===== src/rtl/truth_table_extractor.sv =====
// Sequential truth-table reader: walks every input vector of an N_IN-input gate,
// samples its output after a settle delay and assembles the 2^N_IN-bit table.
module truth_table_extractor #(
  parameter int N_IN          = 3,
  parameter int SETTLE_CYCLES = 4
) (
  input  logic                   clk,
  input  logic                   rst_n,
  input  logic                   start,
  input  logic                   abort,
  output logic [N_IN-1:0]        dut_in,
  input  logic                   dut_out,
  input  logic [(1<<N_IN)-1:0]   exp_table,
  output logic                   busy,
  output logic                   done,
  output logic [(1<<N_IN)-1:0]   table_out,
  output logic                   table_valid,
  output logic                   match
);

  localparam int              TW       = 1 << N_IN;
  localparam logic [N_IN-1:0] LAST_IDX = {N_IN{1'b1}};
  localparam logic [7:0]      SETTLE   = 8'(SETTLE_CYCLES);

  typedef enum logic [1:0] {
    IDLE  = 2'd0,
    DRIVE = 2'd1,
    DONE  = 2'd2
  } state_t;

  state_t          state;
  state_t          state_next;
  logic [N_IN-1:0] idx;
  logic [N_IN-1:0] idx_next;
  logic [7:0]      cnt;
  logic [7:0]      cnt_next;
  logic [N_IN-1:0] dut_in_next;
  logic            busy_next;
  logic            done_next;
  logic [TW-1:0]   table_next;
  logic            valid_next;
  logic            match_next;
  logic            vector_end;

  assign vector_end = (cnt == SETTLE);

  // State register
  always_ff @(posedge clk) begin
    if (!rst_n) begin
      state <= IDLE;
    end else begin
      state <= state_next;
    end
  end

  // Next-state decode; abort beats start in IDLE and beats the final sample in DRIVE
  always_comb begin
    state_next = state;
    case (state)
      IDLE: begin
        if (start && !abort) begin
          state_next = DRIVE;
        end else begin
          state_next = IDLE;
        end
      end
      DRIVE: begin
        if (abort) begin
          state_next = IDLE;
        end else if (vector_end && (idx == LAST_IDX)) begin
          state_next = DONE;
        end else begin
          state_next = DRIVE;
        end
      end
      DONE:    state_next = IDLE;
      default: state_next = IDLE;
    endcase
  end

  // Next values of the registered outputs and datapath
  always_comb begin
    idx_next    = idx;
    cnt_next    = cnt;
    dut_in_next = dut_in;
    busy_next   = busy;
    done_next   = 1'b0;
    table_next  = table_out;
    valid_next  = table_valid;
    // match follows exp_table every cycle once the table is valid
    if (table_valid) begin
      match_next = (table_out == exp_table);
    end else begin
      match_next = 1'b0;
    end
    case (state)
      IDLE: begin
        dut_in_next = '0;
        busy_next   = 1'b0;
        if (start && !abort) begin
          idx_next   = '0;
          cnt_next   = 8'd0;
          busy_next  = 1'b1;
          valid_next = 1'b0;
          match_next = 1'b0;
        end else begin
          idx_next = idx;
        end
      end
      DRIVE: begin
        if (abort) begin
          idx_next    = '0;
          cnt_next    = 8'd0;
          dut_in_next = '0;
          busy_next   = 1'b0;
          valid_next  = 1'b0;
          match_next  = 1'b0;
        end else if (!vector_end) begin
          cnt_next = cnt + 8'd1;
        end else begin
          table_next[idx] = dut_out;
          if (idx == LAST_IDX) begin
            // compare against the table including the bit captured on this edge
            dut_in_next = '0;
            busy_next   = 1'b0;
            done_next   = 1'b1;
            valid_next  = 1'b1;
            match_next  = (table_next == exp_table);
          end else begin
            idx_next    = idx + 1'b1;
            cnt_next    = 8'd0;
            dut_in_next = idx + 1'b1;
          end
        end
      end
      DONE: begin
        dut_in_next = '0;
        busy_next   = 1'b0;
      end
      default: begin
        idx_next    = '0;
        cnt_next    = 8'd0;
        dut_in_next = '0;
        busy_next   = 1'b0;
        valid_next  = 1'b0;
        match_next  = 1'b0;
      end
    endcase
  end

  // Output and datapath registers
  always_ff @(posedge clk) begin
    if (!rst_n) begin
      idx         <= '0;
      cnt         <= 8'd0;
      dut_in      <= '0;
      busy        <= 1'b0;
      done        <= 1'b0;
      table_out   <= '0;
      table_valid <= 1'b0;
      match       <= 1'b0;
    end else begin
      idx         <= idx_next;
      cnt         <= cnt_next;
      dut_in      <= dut_in_next;
      busy        <= busy_next;
      done        <= done_next;
      table_out   <= table_next;
      table_valid <= valid_next;
      match       <= match_next;
    end
  end

endmodule

===== config.mk =====
export PLATFORM = sky130hd
export DESIGN_NAME = truth_table_extractor
export DESIGN_NICKNAME = d
export VERILOG_FILES = /design/src/rtl/truth_table_extractor.sv
export SDC_FILE = /design/constraint.sdc
export NUM_CORES = 1
export LEC_CHECK = 0
export CORE_MARGIN = 4
export CORE_UTILIZATION = 45
export CTS_CLUSTER_DIAMETER = 150
export DETAILED_ROUTE_END_ITERATION = 10
export DONT_BUFFER_PORTS = 1
export GPL_ROUTABILITY_DRIVEN = 0
export GPL_TIMING_DRIVEN = 0
export PLACE_DENSITY = 0.7
export SETUP_SLACK_MARGIN = 0.5
export SYNTH_ARGS = -nofsm -noshare
export SYNTH_HDL_FRONTEND = slang
export SYNTH_SLANG_ARGS = --single-unit

===== constraint.sdc =====
create_clock -name clk -period 2.2 [get_ports clk]
set_input_delay 0.22 -clock clk [delete_from_list [all_inputs] [get_ports clk]]
set_output_delay 0.22 -clock clk [all_outputs]
set_load 0.05 [all_outputs]

==> results.yml, run 1 <==
yosys:
  synth-xor-area-share_pct: 5.26
  synth_top_cell_by_area: "dfxtp_1"
  synth-compound-area-share_pct: 15.4
  synth.area.top_cells: "dfxtp_1, mux2i_1, nor2b_1, xnor2_1, nor2_1"
  yosys.area_share.simple_pct: 33.9
  synthMuxAreaShare_pct: 8.75
  synth_seq_area_share_pct: 30.6
  synth_fa_ha_area_share_pct: 2.73
  async_flop_share_pct: 0
  yosysUniqueCellTypes: 53
  yosys_warnings: 0
  synth_top_family_by_area: "simple AND/OR/NAND/NOR gates"
  synth.top_cell.area_share_pct: 30.6
  ys_ff_latch: 28
  syn_area_um2: 1830
  synth-edff-count: 0
  netlist_instances: 206
  syn_nets: 223
  ys.flop_type: "dfxtp_1"
  synth_area_per_cell_um2: 8.89
global_routing:
  grt_max_degree: 15
  antenna_found_initial: 0
  use_met2_pct: 28.1
  top_usage_layer: "met2"
  grt_overflow: 0
  grt_pass1_vias: 1546
  grt.total_usage_pct: 17.9
  grt_use_met3_pct: 4.49
  grt_pass1_wl_um: 7350
  grtUsageMet1_pct: 23.7
timing:
  fin_skew_ns: 0.00608
  whs_ns: 0.0870
  max_slew_margin_pct: 58.2
  setup_ws_ns: 0.333
  rsz0062_at_grt: "true"
  worst_pin_slew_ns: 0.626
  period_needed_ns: 1.87
  period_share_pct: 84.9
  slew_viol_final: 0
  setup_viol: 0
  tns_ns: 0
  finalHoldViolCount: 0
  fmax_mhz: 536
power:
  comb_power_share_pct: 10.6
  switchingPower_uw: 203
  switching_share_pct: 23.0
  p_leak_nw: 0.805
  p_clk_share_pct: 31.1
  power_uw: 882
  max-vdd-ir-drop_v: 0.000295
  power_density_nw_per_um2: 407
  pwr-share-seq_pct: 58.3
  intPower_uw: 679
routing:
  drt_iter0_markers: 109
  drt_first_pass_iters: 4
  drt_wl_total_um: 4390
  routedWlPerCell_um: 16.2
  vias: 1594
  final_antenna_net_count: 0
  via_per_inst: 5.86
  drc: 0
finish:
  fin_nets: 243
  regArea_um2: 566
  finish.instance_area_um2: 2170
  antenna-diode-count: 0
  syn_to_final_growth_pct: 18.4
  fin_util_pct: 57.0
  multi_input_area_um2: 1290
  stdcell_count: 272
  drive_gt1_share_pct: 26.8
  nFillCells: 347
floorplan:
  initial_core_util_pct: 48.2
  die_h_um: 71.8
  core_area_um2: 3800
  die_area_um2: 5150
  num_rows: 22
  die_width_um: 71.8
  io_pins: 28
critical_path:
  max_stage_delay_ns: 0.48
  path_cells: "inv_2 -> ha_4 -> or4b_4 -> or3_4 -> a21oi_4 -> and3_1 -> o21a_1"
  cp.required_ns: 2.43
  r2r-start: "cnt[0]"
  startpoint_type: "flop"
  cp.arrival_ns: 2.10
  critical_path_class: "flop to flop"
  reg2reg_to: "idx[1]"
  path_max_fanout: 5
  critPathCaptureType: "flop"
  worst-r2r-cell-count: 7
  crit_path_start: "cnt[0]"
  cp_slowest_cell: "or4b_4"
  reg2reg_slack_ns: 0.33
  endpoint: "idx[1]"
placement:
  dp.cells: 254
  port_buffers: 0
  hpwl_um: 3140
  dpl_worst_slack_ns: 0.0793
  placed_area_um2: 1920
clock_network:
  cts_buffers: 3
  clock_sinks: 28
  htreeDepth: 1
  clock_path_buffers: 2
  cts.reportedPaths.clkPinSlew_ns: 0.09
  clk_latency_ns: 0.28
  cts-root-buf: "clkbuf_8"
  cts_tree: "done"
run:
  drv_cap: 0
min_path:
  hold_class: "primary input to flop"
run_status:
  status: "completed"
-- routing by layer --
| layer | up-vias | routed length, µm |
|---|---|---|
| met4 | 0 | 78 |
| met1 | 756 | 2080 |
| met2 | 37 | 1990 |
| met5 | - | 0 |
| met3 | 9 | 249 |
| li1 | 792 | - |
-- synth_stat cells, types with 5 or more instances --
cell type	instances
nor2_1	17
a21oi_1	8
nand2_1	10
o21ai_0	5
nand3_1	11
nor3b_1	6
clkbuf_1	5
dfxtp_1	28
nor2b_1	14
mux2i_1	16
xnor2_1	10
-- worst min-delay path by stage --
stage	start	endpoint	slack, ns	depth (start not counted)
after floorplan	rst_n	idx[0]	0.37	1
after CTS	rst_n	idx[0]	0.08	1
after detailed placement	rst_n	idx[0]	0.39	1
after global routing	rst_n	idx[0]	0.07	1
after global placement	rst_n	idx[0]	0.39	1
final	rst_n	idx[0]	0.09	1
-- power by group through the flow --
stage | registers [mW] | logic (mW) | clock network [mW]
after CTS | 0.514 | 0.0898 | 0.288
after floorplan | 0.525 | 0.0564 | 0
after global routing | 0.515 | 0.101 | 0.303
final | 0.514 | 0.0936 | 0.274
after global placement | 0.526 | 0.0698 | 0
after detailed placement | 0.526 | 0.0703 | 0
-- worst max-delay path, delay by kind of cell (launching register included) --
kind | cells | cell delay (ns)
and+or+nand+nor | 3 | 1.02
adders and majority gates | 1 | 0.12
AOI/OAI and AO/OA | 2 | 0.29
DFF | 1 | 0.33
buffers and inverters | 1 | 0.06
-- kinds of logic after synthesis --
| logic type | Yosys count |
|---|---|
| AND/OR/NAND/NOR | 96 |
| AO/OA/AOI/OAI | 38 |
| flip-flops | 28 |
| multiplexers | 16 |
| buffers and inverters | 13 |
| XOR/XNOR | 11 |
| adder cells (fa/ha/maj) | 4 |
-- cells in the final DEF (no fill, tap or decap), drive strengths merged, types with 4 or more instances in the layout --
cell	netlist	routed
buf	5	20
clkbuf	5	8
nor3	5	5
nand3	11	11
nand2	10	10
nor2b	14	14
mux2i	16	16
dfxtp	28	28
xnor2	10	10
a21boi	4	4
nand2b	4	4
nand4	4	4
o21ai	6	6
and3	5	5
ha	4	4
a21oi	9	9
nor3b	7	7
o21a	4	4
nor2	17	17
-- what timing repair did --
action	in CTS	in global routing
gates cloned	0	0
hold buffers	0	0
setup endpoints to repair	20	22
pin swaps	8	3
setup buffers	12	3
gates resized for setup	14	14
-- state kept, by name, indices dropped and copies added (netlist names) --
register	count
busy	1
cnt	8
done	1
dut_in	3
idx	3
match	1
state	2
table_out	8
table_valid	1
-- final cells by class --
type	count	area share [%]
Clock buffer	3	1.91
Tap cell	48	2.77
Inverter	3	0.520
Buffer	10	2.54
Timing Repair Buffer	15	6.47
Sequential cell	28	26.1
Multi-Input combinational cell	165	59.7
No activity file was read; power rests on OpenSTA's default activity.
==> run 2: changes to the inputs <==
--- a/config.mk
+++ b/config.mk
@@ -5,6 +5,7 @@
 export SDC_FILE = /design/constraint.sdc
 export NUM_CORES = 1
 export LEC_CHECK = 0
+export ABC_AREA = 1
 export CORE_MARGIN = 4
 export CORE_UTILIZATION = 45
 export CTS_CLUSTER_DIAMETER = 150
@@ -12,7 +13,7 @@
 export DONT_BUFFER_PORTS = 1
 export GPL_ROUTABILITY_DRIVEN = 0
 export GPL_TIMING_DRIVEN = 0
-export PLACE_DENSITY = 0.7
+export PLACE_DENSITY = 0.72
 export SETUP_SLACK_MARGIN = 0.5
 export SYNTH_ARGS = -nofsm -noshare
 export SYNTH_HDL_FRONTEND = slang
==> constraint.sdc (replaced) <==
create_clock -name clk -period 1.6 [get_ports clk]
set_input_delay 0.16 -clock clk [delete_from_list [all_inputs] [get_ports clk]]
set_output_delay 0.16 -clock clk [all_outputs]
set_load 0.05 [all_outputs]
==> run 2 against run 1 <==
Compared with the run above: non-clock buffer count fell by 4; largest cell class unchanged; fmax increased by 30%; critical path type unchanged; synthesized cell count increased by 18%; die area fell by 9.4%; largest power group unchanged; register-to-register slack worse by 0.17 ns; highest routed layer unchanged.
==> results.yml, run 2 <==
run_status:
  status: "completed"
clock_network:
  clock_sinks: 28
  clk_latency_ns: 0.33
  htreeDepth: 1
  cts_tree: "done"
  cts_buffers: 3
  cts-root-buf: "clkbuf_4"
  clock_path_buffers: 2
  cts.reportedPaths.clkPinSlew_ns: 0.16
finish:
  nFillCells: 307
  syn_to_final_growth_pct: 25.2
  top_regs: "cnt (8), table_out (8)"
  drive_gt1_share_pct: 32.2
  fin_nets: 282
  mostFrequentLayoutCells: "nand2_1, inv_1, dfxtp_2, nor2_1, a21oi_1"
  multi_input_area_um2: 1050
  regArea_um2: 586
  stdcell_count: 310
  antenna-diode-count: 0
  finish.instance_area_um2: 2050
  final_common_cell: "nand2_1"
min_path:
  worstHoldStart: "dut_out"
  hold_class: "primary input to flop"
critical_path:
  cp.arrival_ns: 1.69
  critPathCaptureType: "flop"
  startpoint_type: "flop"
  cp.required_ns: 1.86
  crit_path_start: "cnt[0]"
  critical_path_class: "flop to flop"
  r2r-start: "cnt[0]"
  path_max_fanout: 5
yosys:
  yosysUniqueCellTypes: 31
  synth_area_per_cell_um2: 6.73
  synth.top_cell.area_share_pct: 34.3
  syn_nets: 260
  ys.flop_type: "dfxtp_1"
  async_flop_share_pct: 0
  synth.most_common_cell: "nand2_1"
  synth-xor-area-share_pct: 2.68
  synth_fa_ha_area_share_pct: 3.06
  synth_top_cell_by_area: "dfxtp_1"
  synthMuxAreaShare_pct: 0
  netlist_instances: 243
  synth-edff-count: 0
  yosys.area_share.simple_pct: 33.7
  ys_ff_latch: 28
  syn_area_um2: 1640
  synthTopCellsByCount: "nand2_1, inv_1, dfxtp_1"
  synth.area.top_cells: "dfxtp_1, nand2_1, inv_1, o21ai_0, nand3_1"
  synth-compound-area-share_pct: 16.7
  yosys_warnings: 0
  synth_seq_area_share_pct: 34.3
  synth_top_family_by_area: "simple AND/OR/NAND/NOR gates"
routing:
  routedWlPerCell_um: 13.7
  drt_wl_total_um: 4260
  via_per_inst: 5.39
  drt_first_pass_iters: 4
  vias: 1671
  final_antenna_net_count: 0
  drt_iter0_markers: 107
  drc: 0
placement:
  hpwl_um: 2760
  dp.cells: 289
  port_buffers: 0
  placed_area_um2: 1750
timing:
  slew_viol_final: 0
  tns_ns: 0
  max_slew_margin_pct: 68.6
  whs_ns: 0.0383
  fmax_mhz: 697
  rsz0062_at_grt: "true"
  finalHoldViolCount: 0
  period_share_pct: 89.6
  setup_viol: 0
  worst_pin_slew_ns: 0.471
  fin_skew_ns: 0.00943
  period_needed_ns: 1.43
floorplan:
  io_pins: 28
  initial_core_util_pct: 47.9
  die_area_um2: 4670
  die_width_um: 68.3
  die_h_um: 68.3
  num_rows: 21
  core_area_um2: 3420
power:
  max-vdd-ir-drop_v: 0.000368
  p_leak_nw: 0.836
  power_density_nw_per_um2: 628
global_routing:
  grt_max_degree: 16
  antenna_found_initial: 0
  grt_overflow: 0
  grt.total_usage_pct: 18.5
  grt_pass1_vias: 1436
  grt_pass1_wl_um: 6620
run:
  drv_cap: 0
-- run 2: changes by cell type in the layout (fill, tap and decap cells not counted), moves of 6 or more --
cell     change
nand2_1     +44
inv_1       +22
dfxtp_1     -16
dfxtp_2     +16
mux2i_1     -16
nor2b_1     -14
o21ai_0     +12
a21oi_1     +10
nor2_2       +7
xnor2_1      -7
nand3_1      +6
o21ai_1      +6
-- run 2: layout make-up --
class,instances,area share (%)
Buffer,5,2.20
Inverter,34,6.84
Sequential cell,28,28.6
Clock buffer,4,1.77
Multi-Input combinational cell,177,51.5
Timing Repair Buffer,16,6.35
Tap cell,46,2.81
-- run 2: worst max-delay path, cell delays in order, from the launching register on --
cell and delay (ns):
dfxtp_2 0.36, inv_2 0.07, ha_4 0.13, nand3_4 0.08
nor2_8 0.14, inv_4 0.06, nor2_4 0.15, buf_6 0.14
o21ai_1 0.05, a31oi_1 0.18
-- run 2: kinds of logic after synthesis --
family | Yosys count
compound gates | 51
xor+xnor | 5
flops | 28
fa+ha+maj | 4
buf+inv | 39
simple gates | 116
-- run 2: worst paths after layout --
path	endpoint	slack, ns	depth (start not counted)
setup reg to reg	table_out[2]	0.17	9
hold / removal	table_out[0]	0.04	2
hold reg to reg	cnt[6]	0.50	2
setup / recovery	table_out[2]	0.17	9
-- run 2: what timing repair did --
action	CTS	global route
hold endpoints to repair	6	0
resized for setup	24	31
pin swaps	5	7
hold buffers	1	0
endpoints found under the setup margin	38	29
setup buffers	9	5
gates cloned	2	0
-- run 2: layer usage --
layer	global-route usage [%]	part of all wire, %
met3	3.28	7.3
met1	26.0	45
met2	28.9	47
met5	0	0
met4	5.21	0.99
-- run 2: metrics by stage --
stage | total power [mW] | util [%] | setup WS (ns)
floorplan | 0.866 | - | 0.287
global placement | 0.896 | 51.2 | 0.0988
detailed placement | 0.896 | 51.2 | 0.118
CTS | 1.27 | 56.3 | 0.160
global route | 1.36 | 60.0 | 0.0891
finish | 1.29 | 60.0 | 0.166
-- run 2: power breakdown --
part	leakage (nW)	switching (mW)	internal (mW)	total [mW]
clock	0.0210	0.211	0.139	0.350
combinational	0.579	0.133	0.0813	0.215
sequential	0.236	0.0126	0.709	0.722
total	0.836	0.357	0.930	1.29
==> run 3: changes to the inputs <==
==> constraint.sdc (replaced) <==
create_clock -name clk -period 1.6 [get_ports clk]
set_input_delay 0.24 -clock clk [delete_from_list [all_inputs] [get_ports clk]]
set_output_delay 0.24 -clock clk [all_outputs]
set_load 0.05 [all_outputs]
==> run 3 against run 2 <==
Compared with the run above: hold slack lost 0.018 ns; global-route usage shrank 0.20 points; final cell count shrank 0.32%; sequential share of layout area grew 0.57 points; sequential power shrank 1%; final area grew 0.12%; clock skew grew 0.0032 ns; critical path type unchanged.
==> results.yml, run 3 (synthesized netlist as in run 2, its figures left out) <==
critical_path:
  reg2reg_to: "table_out[2]"
  reg2reg_slack_ns: 0.17
  worst-r2r-cell-count: 9
  r2r-start: "cnt[0]"
  max_stage_delay_ns: 0.36
  crit_family: "simple AND/OR/NAND/NOR gates"
  cp.depth: 9
  path_max_fanout: 5
  critical_path_class: "flop to flop"
  cp_slowest_cell: "dfxtp_2"
  critPathCaptureType: "flop"
  path_cells: "inv_2 -> ha_4 -> nand3_4 -> nor2_8 -> inv_4 -> nor2_4 -> buf_6 -> o21ai_1 -> a31oi_1"
  cp.required_ns: 1.86
  startpoint_type: "flop"
  cp.arrival_ns: 1.69
  cp_num_buf_inv: 3
floorplan:
  die_width_um: 68.3
  core_area_um2: 3420
  num_rows: 21
  die_h_um: 68.3
  die_area_um2: 4670
  initial_core_util_pct: 47.9
  io_pins: 28
finish:
  top_regs: "cnt (8), table_out (8)"
  mostFrequentLayoutCells: "nand2_1, inv_1, nor2_1, a21oi_1"
  finish.instance_area_um2: 2050
  final_common_cell: "nand2_1"
  stdcell_count: 309
  antenna-diode-count: 0
  drive_gt1_share_pct: 32.3
  fin_util_pct: 60.1
  fin_nets: 281
  syn_to_final_growth_pct: 25.4
clock_network:
  cts_tree: "done"
  clock_sinks: 28
  clk_latency_ns: 0.33
  clock_path_buffers: 2
  cts-root-buf: "clkbuf_4"
  htreeDepth: 1
  cts.reportedPaths.clkPinSlew_ns: 0.16
  cts_buffers: 3
routing:
  drt_wl_total_um: 4220
  vias: 1676
  routedWlPerCell_um: 13.7
  route.met2.wl_um: 1980
  drt_iter0_markers: 94
  final_antenna_net_count: 0
  drt_first_pass_iters: 5
  via_per_inst: 5.42
  top_layer: "met4"
  wl_met3_um: 316
  wl_met1_um: 1870
  drc: 0
timing:
  max_slew_margin_pct: 68.6
  setup_viol: 0
  period_needed_ns: 1.43
  tns_ns: 0
  worst_pin_slew_ns: 0.471
  slew_viol_final: 0
  fmax_mhz: 698
  rsz0062_at_grt: "true"
  period_share_pct: 89.5
  finalHoldViolCount: 0
  fin_skew_ns: 0.0127
run_status:
  status: "completed"
power:
  max-vdd-ir-drop_v: 0.000366
  p_leak_nw: 0.833
  power_mw: 1.27
  power_density_nw_per_um2: 620
min_path:
  worstHoldStart: "rst_n"
  worstHoldEndpoint: "table_out[6]"
  hold_path_depth: 2
  hold_class: "primary input to flop"
global_routing:
  grt_pass1_wl_um: 6560
  antenna_found_initial: 0
  grt_overflow: 0
  grt.total_usage_pct: 18.3
  grt_max_degree: 16
  grt_pass1_vias: 1424
run:
  drv_cap: 0
placement:
  hpwl_um: 2760
  dp.cells: 289
  placed_area_um2: 1750
  port_buffers: 0
-- run 3: cell types whose count changed in the layout (fill, tap and decap cells not counted), sizes merged --
cell / change
dlygate4sd3: -1
-- run 3: through the flow --
| step | hold slack (ns) | worst slack, ns |
|---|---|---|
| 2_1_floorplan | 0.371 | 0.287 |
| 3_3_place_gp | 0.383 | 0.0988 |
| 3_5_place_dp | 0.390 | 0.118 |
| 4_1_cts | 0.0126 | 0.160 |
| 5_1_grt | -0.000175 | 0.0895 |
| 6_report | 0.0205 | 0.168 |
-- run 3: how the worst max path moves through the flow --
stage / from / end / slack (ns)
6_report: cnt[0] / table_out[2] / 0.17
5_1_grt: cnt[0] / table_out[2] / 0.09
4_1_cts: cnt[0] / match / 0.16
3_5_place_dp: idx[1] / match / 0.12
3_3_place_gp: idx[1] / match / 0.1
2_1_floorplan: cnt[1] / match / 0.29
-- run 3: worst reg2reg max path, stage by stage, from the launching register on --
cell and delay (ns):
dfxtp_2 0.36, inv_2 0.07, ha_4 0.13, nand3_4 0.08, nor2_8 0.14, inv_4 0.07
nor2_4 0.15, buf_6 0.14, o21ai_1 0.06, a31oi_1 0.18
-- run 3: final cells by class --
class                      count  area (µm²)
clock buffer                   4        36.3
fill                         307        1360
tap                           46        57.6
multi-input combinational    177        1050
timing repair buffer          15         120
sequential                    28         598
buffer                         5        45.0
inverter                      34         140
-- run 3: power breakdown --
group / total, mW / internal (mW) / switching [mW]
logic: 0.209 / 0.0797 / 0.130
registers: 0.714 / 0.701 / 0.0127
clock network: 0.350 / 0.139 / 0.210
total: 1.27 / 0.920 / 0.353
-- run 3: timing repair --
item | 4_1_cts | 5_1_grt
buffers inserted | 9 | 5
endpoints found under the setup margin | 43 | 43
gates resized for setup | 24 | 36
hold buffers | 0 | 0
gates cloned | 2 | 0
pin swaps | 5 | 7
-- run 3: per-layer routing --
layer	global-route usage, %	up-vias
met5	0	-
met3	3.12	6
met1	25.9	764
met4	5.21	0
met2	28.4	70
li1	-	836
